$ cat src/rtl/riscv_lsu.sv
// -----------------------------------------------------------------------------
// riscv_lsu - load/store unit between the core control unit and the data RAM.
//
// Takes one request at a time from the core. It steers byte lanes and
// generates byte enables for stores. For loads it applies sign or zero
// extension. It waits for the memory with a bounded timeout. A misaligned
// request, an illegal size or a timed-out access returns an error response.
// A request that is misaligned or has an illegal size never reaches memory.
//
// Ports
//   clk, reset          clock; asynchronous active-high reset
//   req_valid/ready     request handshake (ready only in IDLE)
//   req_we, req_size,   request kind, size (00 b / 01 h / 10 w / 11 d),
//   req_unsigned,       zero-extend flag, byte address and
//   req_addr, req_wdata right-justified store data
//   rsp_valid/err/rdata one-cycle response strobe, error flag, load data
//   d_req, d_address,   memory access strobe, lane-aligned address,
//   d_data_write,       lane-steered store data, byte enables and
//   d_byte_en,          store strobe
//   d_write_enable
//   d_data_read/valid   memory read data and completion strobe
// -----------------------------------------------------------------------------
module riscv_lsu #(
  parameter int unsigned XLEN    = 32,
  parameter int unsigned ADDR_W  = 32,
  parameter int unsigned TIMEOUT = 16
) (
  input  logic              clk,
  input  logic              reset,
  input  logic              req_valid,
  output logic              req_ready,
  input  logic              req_we,
  input  logic [1:0]        req_size,
  input  logic              req_unsigned,
  input  logic [ADDR_W-1:0] req_addr,
  input  logic [XLEN-1:0]   req_wdata,
  output logic              rsp_valid,
  output logic              rsp_err,
  output logic [XLEN-1:0]   rsp_rdata,
  output logic              d_req,
  output logic [ADDR_W-1:0] d_address,
  output logic [XLEN-1:0]   d_data_write,
  output logic [XLEN/8-1:0] d_byte_en,
  output logic              d_write_enable,
  input  logic [XLEN-1:0]   d_data_read,
  input  logic              d_data_valid
);

  localparam int unsigned NB    = XLEN / 8;
  localparam int unsigned LB    = $clog2(NB);
  localparam int unsigned CNT_W = (TIMEOUT > 32'd1) ? $clog2(TIMEOUT) : 1;

  typedef enum logic [1:0] {
    IDLE   = 2'd0,
    ACCESS = 2'd1,
    RESP   = 2'd2
  } state_t;

  state_t            state;
  state_t            next_state;
  logic [CNT_W-1:0]  cnt;
  logic              we_q;
  logic [1:0]        size_q;
  logic              uns_q;
  logic [LB-1:0]     lane_q;
  logic              req_bad;
  logic              timed_out;
  logic [LB+2:0]     rd_shift;

  // Returns 1 when the access cannot be issued: address not size-aligned,
  // or a double access on a 32-bit datapath.
  function automatic logic access_illegal(input logic [1:0] size, input logic [2:0] alow);
    logic bad;
    case (size)
      2'b00:   bad = 1'b0;
      2'b01:   bad = alow[0];
      2'b10:   bad = |alow[1:0];
      2'b11:   bad = (XLEN == 32'd32) ? 1'b1 : (|alow[2:0]);
      default: bad = 1'b1;
    endcase
    return bad;
  endfunction

  // Byte-enable pattern: (2^size) contiguous lanes starting at the lane offset.
  function automatic logic [NB-1:0] lane_mask(input logic [1:0] size, input logic [LB-1:0] lane);
    logic [NB-1:0] base;
    case (size)
      2'b00:   base = NB'(1'b1);
      2'b01:   base = NB'(2'b11);
      2'b10:   base = NB'(4'hF);
      2'b11:   base = NB'(8'hFF);
      default: base = NB'(1'b0);
    endcase
    return base << lane;
  endfunction

  // Truncates right-justified read data to the access size and extends it.
  function automatic logic [XLEN-1:0] load_extend(input logic [XLEN-1:0] raw,
                                                  input logic [1:0] size,
                                                  input logic uns);
    logic [XLEN-1:0] keep;
    logic            sign;
    case (size)
      2'b00:   begin keep = XLEN'(8'hFF);         sign = raw[7];  end
      2'b01:   begin keep = XLEN'(16'hFFFF);      sign = raw[15]; end
      2'b10:   begin keep = XLEN'(32'hFFFF_FFFF); sign = raw[31]; end
      default: begin keep = {XLEN{1'b1}};         sign = 1'b0;    end
    endcase
    return (raw & keep) | ((sign && !uns) ? ~keep : {XLEN{1'b0}});
  endfunction

  // Request legality and timeout detection.
  always_comb begin
    req_bad   = access_illegal(req_size, req_addr[2:0]);
    // Counter has already spent TIMEOUT-1 cycles, so this is the last ACCESS cycle.
    timed_out = (TIMEOUT != 32'd0) && (cnt == CNT_W'(TIMEOUT - 32'd1));
    rd_shift  = {lane_q, 3'b000};
  end

  // State register.
  always_ff @(posedge clk or posedge reset) begin
    if (reset) begin
      state <= IDLE;
    end else begin
      state <= next_state;
    end
  end

  // Next-state logic; a valid memory completion wins over a same-cycle timeout.
  always_comb begin
    next_state = state;
    case (state)
      IDLE: begin
        if (req_valid) begin
          next_state = req_bad ? RESP : ACCESS;
        end else begin
          next_state = IDLE;
        end
      end
      ACCESS: begin
        if (d_data_valid || timed_out) begin
          next_state = RESP;
        end else begin
          next_state = ACCESS;
        end
      end
      RESP:    next_state = IDLE;
      default: next_state = IDLE;
    endcase
  end

  // Handshake and memory strobes decoded from the state register, so reset
  // drops d_req / d_write_enable asynchronously.
  always_comb begin
    req_ready      = (state == IDLE);
    rsp_valid      = (state == RESP);
    d_req          = (state == ACCESS);
    d_write_enable = (state == ACCESS) && we_q;
  end

  // Request capture, memory-side registers, wait counter and response data.
  always_ff @(posedge clk or posedge reset) begin
    if (reset) begin
      we_q         <= 1'b0;
      size_q       <= 2'b00;
      uns_q        <= 1'b0;
      lane_q       <= {LB{1'b0}};
      cnt          <= {CNT_W{1'b0}};
      d_address    <= {ADDR_W{1'b0}};
      d_byte_en    <= {NB{1'b0}};
      d_data_write <= {XLEN{1'b0}};
      rsp_err      <= 1'b0;
      rsp_rdata    <= {XLEN{1'b0}};
    end else begin
      case (state)
        IDLE: begin
          if (req_valid) begin
            cnt <= {CNT_W{1'b0}};
            if (req_bad) begin
              rsp_err   <= 1'b1;
              rsp_rdata <= {XLEN{1'b0}};
            end else begin
              we_q         <= req_we;
              size_q       <= req_size;
              uns_q        <= req_unsigned;
              lane_q       <= req_addr[LB-1:0];
              d_address    <= {req_addr[ADDR_W-1:LB], {LB{1'b0}}};
              d_byte_en    <= lane_mask(req_size, req_addr[LB-1:0]);
              d_data_write <= req_wdata << {req_addr[LB-1:0], 3'b000};
            end
          end
        end
        ACCESS: begin
          if (d_data_valid || timed_out) begin
            // Clear the memory-side bus so it reads as idle outside ACCESS.
            d_address    <= {ADDR_W{1'b0}};
            d_byte_en    <= {NB{1'b0}};
            d_data_write <= {XLEN{1'b0}};
            rsp_err      <= !d_data_valid;
            if (d_data_valid && !we_q) begin
              rsp_rdata <= load_extend(d_data_read >> rd_shift, size_q, uns_q);
            end else begin
              rsp_rdata <= {XLEN{1'b0}};
            end
          end else if (TIMEOUT != 32'd0) begin
            cnt <= cnt + CNT_W'(1'b1);
          end else begin
            cnt <= cnt;
          end
        end
        default: begin
          cnt <= cnt;
        end
      endcase
    end
  end

endmodule

$ cat config.mk
export PLATFORM = sky130hd
export DESIGN_NAME = riscv_lsu
export DESIGN_NICKNAME = d
export VERILOG_FILES = /design/src/rtl/riscv_lsu.sv
export SDC_FILE = /design/constraint.sdc
export NUM_CORES = 1
export LEC_CHECK = 0
export CAP_MARGIN = 20
export CORE_AREA = 2 2 154 81
export DETAILED_ROUTE_END_ITERATION = 8
export DIE_AREA = 0 0 156 83
export HOLD_SLACK_MARGIN = 0.12
export MAX_ROUTING_LAYER = met4
export PLACE_DENSITY = 0.95
export SETUP_SLACK_MARGIN = 0.4
export SYNTH_ARGS = -nofsm -noshare
export SYNTH_HDL_FRONTEND = slang
export SYNTH_SLANG_ARGS = --single-unit
$ cat constraint.sdc
create_clock -name clk -period 10.42 [get_ports clk]
set_input_delay 3.126 -clock clk [delete_from_list [all_inputs] [get_ports clk]]
set_output_delay 3.126 -clock clk [all_outputs]
set_load 0.005 [all_outputs]
==> impl_metrics.env <==
export IMPL_end_kind="flip-flop"
export IMPL_via_per_inst=5.75
export IMPL_io_buffers=206
export IMPL_tightest_slew_ns=0.988
export IMPL_clk_pin_slew_worst_paths_ns=0.07
export IMPL_clock_skew_ns=0.00882
export IMPL_crit_arrival_ns=5.54
export IMPL_synth_edf_count=0
export IMPL_wl_um=16200
export IMPL_drv_cap=0
export IMPL_track_usage_pct=26.5
export IMPL_io_pins=209
export IMPL_p_comb_share_pct=38.0
export IMPL_ys_flop_type="dfrtp_1"
export IMPL_cts_tree="built"
export IMPL_grt_pass1_wl_um=26500
export IMPL_cellLeakagePower_nw=3.56
export IMPL_yosysSeqAreaShare_pct=50.8
export IMPL_insertedDiodeCount=0
export IMPL_drt_pass1_iterations=5
export IMPL_grt_overflow_total=0
export IMPL_drv_slew=0
export IMPL_cp_start_kind="input port"
export IMPL_vias=5058
export IMPL_first_global_vias=5113
export IMPL_cp_max_fo=39
export IMPL_path_common_cell="buf_4"
export IMPL_grt_start_max_net_pins=81
export IMPL_p_clk_share_pct=21.5
export IMPL_synth_area_per_cell_um2=10.1
export IMPL_pre_cts_slack_ns=4.68
export IMPL_power_frac_seq_pct=40.5
export IMPL_status="complete, no violations"
export IMPL_cts_buffer_depth=2
export IMPL_critPathKind="in2reg"
export IMPL_die_h_um=83
export IMPL_cts_buffers=9
export IMPL_reg2reg_setup_slack_ns=8.10
export IMPL_ys_types=50
export IMPL_drcViolationCount=0
export IMPL_p_sw_share_pct=31.0
export IMPL_antenna_left=0
export IMPL_dp_hpwl_um=12200
export IMPL_clk_latency_ns=0.33
export IMPL_synth_top_area_cell="dfrtp_1"
export IMPL_max_slew_margin_rel_pct=34.2
export IMPL_die_width_um=156
export IMPL_core_mm2=0.0115
export IMPL_drtIter0Drc=312
export IMPL_p_sw_mw=0.512
export IMPL_cts_setup_buffers=0
export IMPL_synth_top_area_share_pct=50.8
export IMPL_ys_seq_elements=111
export IMPL_slowest_stage="o21ai_2"
export IMPL_crit_path_max_incr_delay_ns=0.47
export IMPL_cts_root_buf="clkbuf_16"
export IMPL_fin_setup_tns_ns=0
export IMPL_gp_congestion=0.936
export IMPL_hold_slack_ns=0.479
export IMPL_ir_drop_uv=105
export IMPL_power_density_mw_per_mm2=209
export IMPL_yosys_warnings=0
export IMPL_synth_area_leaders="dfrtp_1 51%, mux2i_1 7.7%, o21ai_0 3.7%, a21o_1 3.6%, nand2_1 3.5%"
export IMPL_rsz0062_at_grt="false"
export IMPL_setup_violations_final=0
export IMPL_drive_gt1_share_pct=4.39
export IMPL_utilization_pct=68.6
export IMPL_fin_ws_ns=5.12
export IMPL_cts_sinks=111
export IMPL_fin_crit_ns=5.30
export IMPL_async_flop_share_pct=100
export IMPL_synth_cells=541
export IMPL_crit_buf_inv=4
export IMPL_max_freq_mhz=189
export IMPL_min_path_type="reg2reg"
export IMPL_cts_hold_buf=0
export IMPL_start_util_pct=47.5
export IMPL_cts_resized=0
export IMPL_critPathTopFamily="buffers and inverters"
export IMPL_area_growth_pct=44.6
export IMPL_wl_per_cell_um=18.5
export IMPL_nFillCells=856
export IMPL_p_int_mw=1.14
export IMPL_power_mw=1.65
export IMPL_report_final_hold_viol_count=0
export IMPL_placementRows=28
export IMPL_htree_num_levels=3
export IMPL_synthesis_area_mm2=0.00547
export IMPL_cp_required_ns=10.66
export IMPL_nets=829
export IMPL_fin_crit_sh_pct=50.8
export IMPL_dieArea_mm2=0.0129
export IMPL_grt_antenna_before_repair=0
export IMPL_crit_chain="clkdlybuf4s50_1 -> buf_4 -> nor3_1 -> o21ai_2 -> buf_4 -> o21ai_4 -> buf_16 -> o21ai_0"
## sequential cells by signal, summed over array words and instances, names as in the netlist
register and cells:
d_data_write 32, rsp_rdata 32, d_address 30, cnt 4, d_byte_en 4, lane_q 2, size_q 2, state 2
rsp_err 1, uns_q 1, we_q 1
## power groups by stage
stage / combinational (mW) / clock [mW] / sequential (mW)
floorplan: 0.272 / 0 / 0.646
global placement: 0.600 / 0 / 0.667
detailed placement: 0.622 / 0 / 0.673
CTS: 0.623 / 0.364 / 0.669
global route: 0.681 / 0.383 / 0.687
finish: 0.629 / 0.355 / 0.670
## logic make-up (layout without fill, tap and decap cells)
logic type,count (synthesis),in the layout,synth area share (%)
buf+inv,87,274,7.09
simple gates,144,144,13.2
mux,44,44,8.30
other cells,1,2,0.0686
compound gates,151,151,20.0
xor+xnor,2,2,0.320
fa+ha+maj,1,1,0.229
flops,111,111,50.8
## routing by layer
| layer | global-route usage [%] | vias to the layer above | share of wire, % | routed length, µm |
|---|---|---|---|---|
| met5 | - | - | 0 | 0 |
| met2 | 39.1 | 272 | 44 | 7200 |
| li1 | - | 2303 | - | - |
| met1 | 36.4 | 2461 | 44 | 7220 |
| met3 | 7.10 | 22 | 9.8 | 1590 |
| met4 | 7.34 | 0 | 1.5 | 239 |
## cells in the mapped netlist (all sizes together) (2+ instances only)
cell,instances
nand3,32
nor2,9
a21oi,10
nor3,13
a22o,9
nor2b,18
a211o,7
mux2i,42
nor4,10
buf,25
dfrtp,111
o311ai,8
a211oi,8
inv,43
xnor2,2
nand2,51
clkbuf,19
a21o,26
a32o,7
a2111oi,8
o211ai,2
o21a,2
a2bb2oi,9
a22oi,8
nand2b,3
o21ai,42
## layout make-up
type / instances / area [µm²] / share of cell area (%)
Sequential cell: 111 / 2780 / 35.1
Multi-Input combinational cell: 344 / 2320 / 29.3
Timing Repair Buffer: 215 / 2150 / 27.2
Clock buffer: 13 / 240 / 3.04
Tap cell: 150 / 188 / 2.37
Inverter: 43 / 164 / 2.07
Clock inverter: 3 / 67.6 / 0.854
## layout by cell type, fill, tap and decap left out, types with 9 or more instances in the layout
| master | Yosys | final |
|---|---|---|
| o21ai_0 | 40 | 40 |
| a21o_1 | 26 | 26 |
| a22o_1 | 9 | 9 |
| mux2i_1 | 42 | 42 |
| clkdlybuf4s50_1 | 0 | 205 |
| nand2_1 | 51 | 51 |
| nand3_1 | 32 | 32 |
| inv_1 | 43 | 42 |
| a21oi_1 | 10 | 10 |
| clkbuf_16 | 0 | 9 |
| nor3_1 | 11 | 11 |
| nor2b_1 | 18 | 18 |
| a2bb2oi_1 | 9 | 9 |
| dfrtp_1 | 111 | 111 |
| nor4_1 | 10 | 10 |
## final timing paths
check / start / end / depth (start not counted)
hold reg to reg: d_data_write[9] / d_data_write[9] / 1
max in group asynchronous: reset / d_data_write[22] / 3
min in group asynchronous: reset / rsp_rdata[16] / 2
setup reg to reg: lane_q[0] / rsp_rdata[18] / 4
setup / recovery: req_addr[1] / d_address[10] / 8
hold / removal: d_data_write[9] / d_data_write[9] / 1
## through the flow
stage / std cells / instance area (µm²)
floorplan: 542 / 5470
global placement: 861 / 7560
detailed placement: 861 / 7560
CTS: 877 / 7870
global route: 879 / 7910
finish: 879 / 7910
Note: power is estimated with default switching activity, not from simulation.
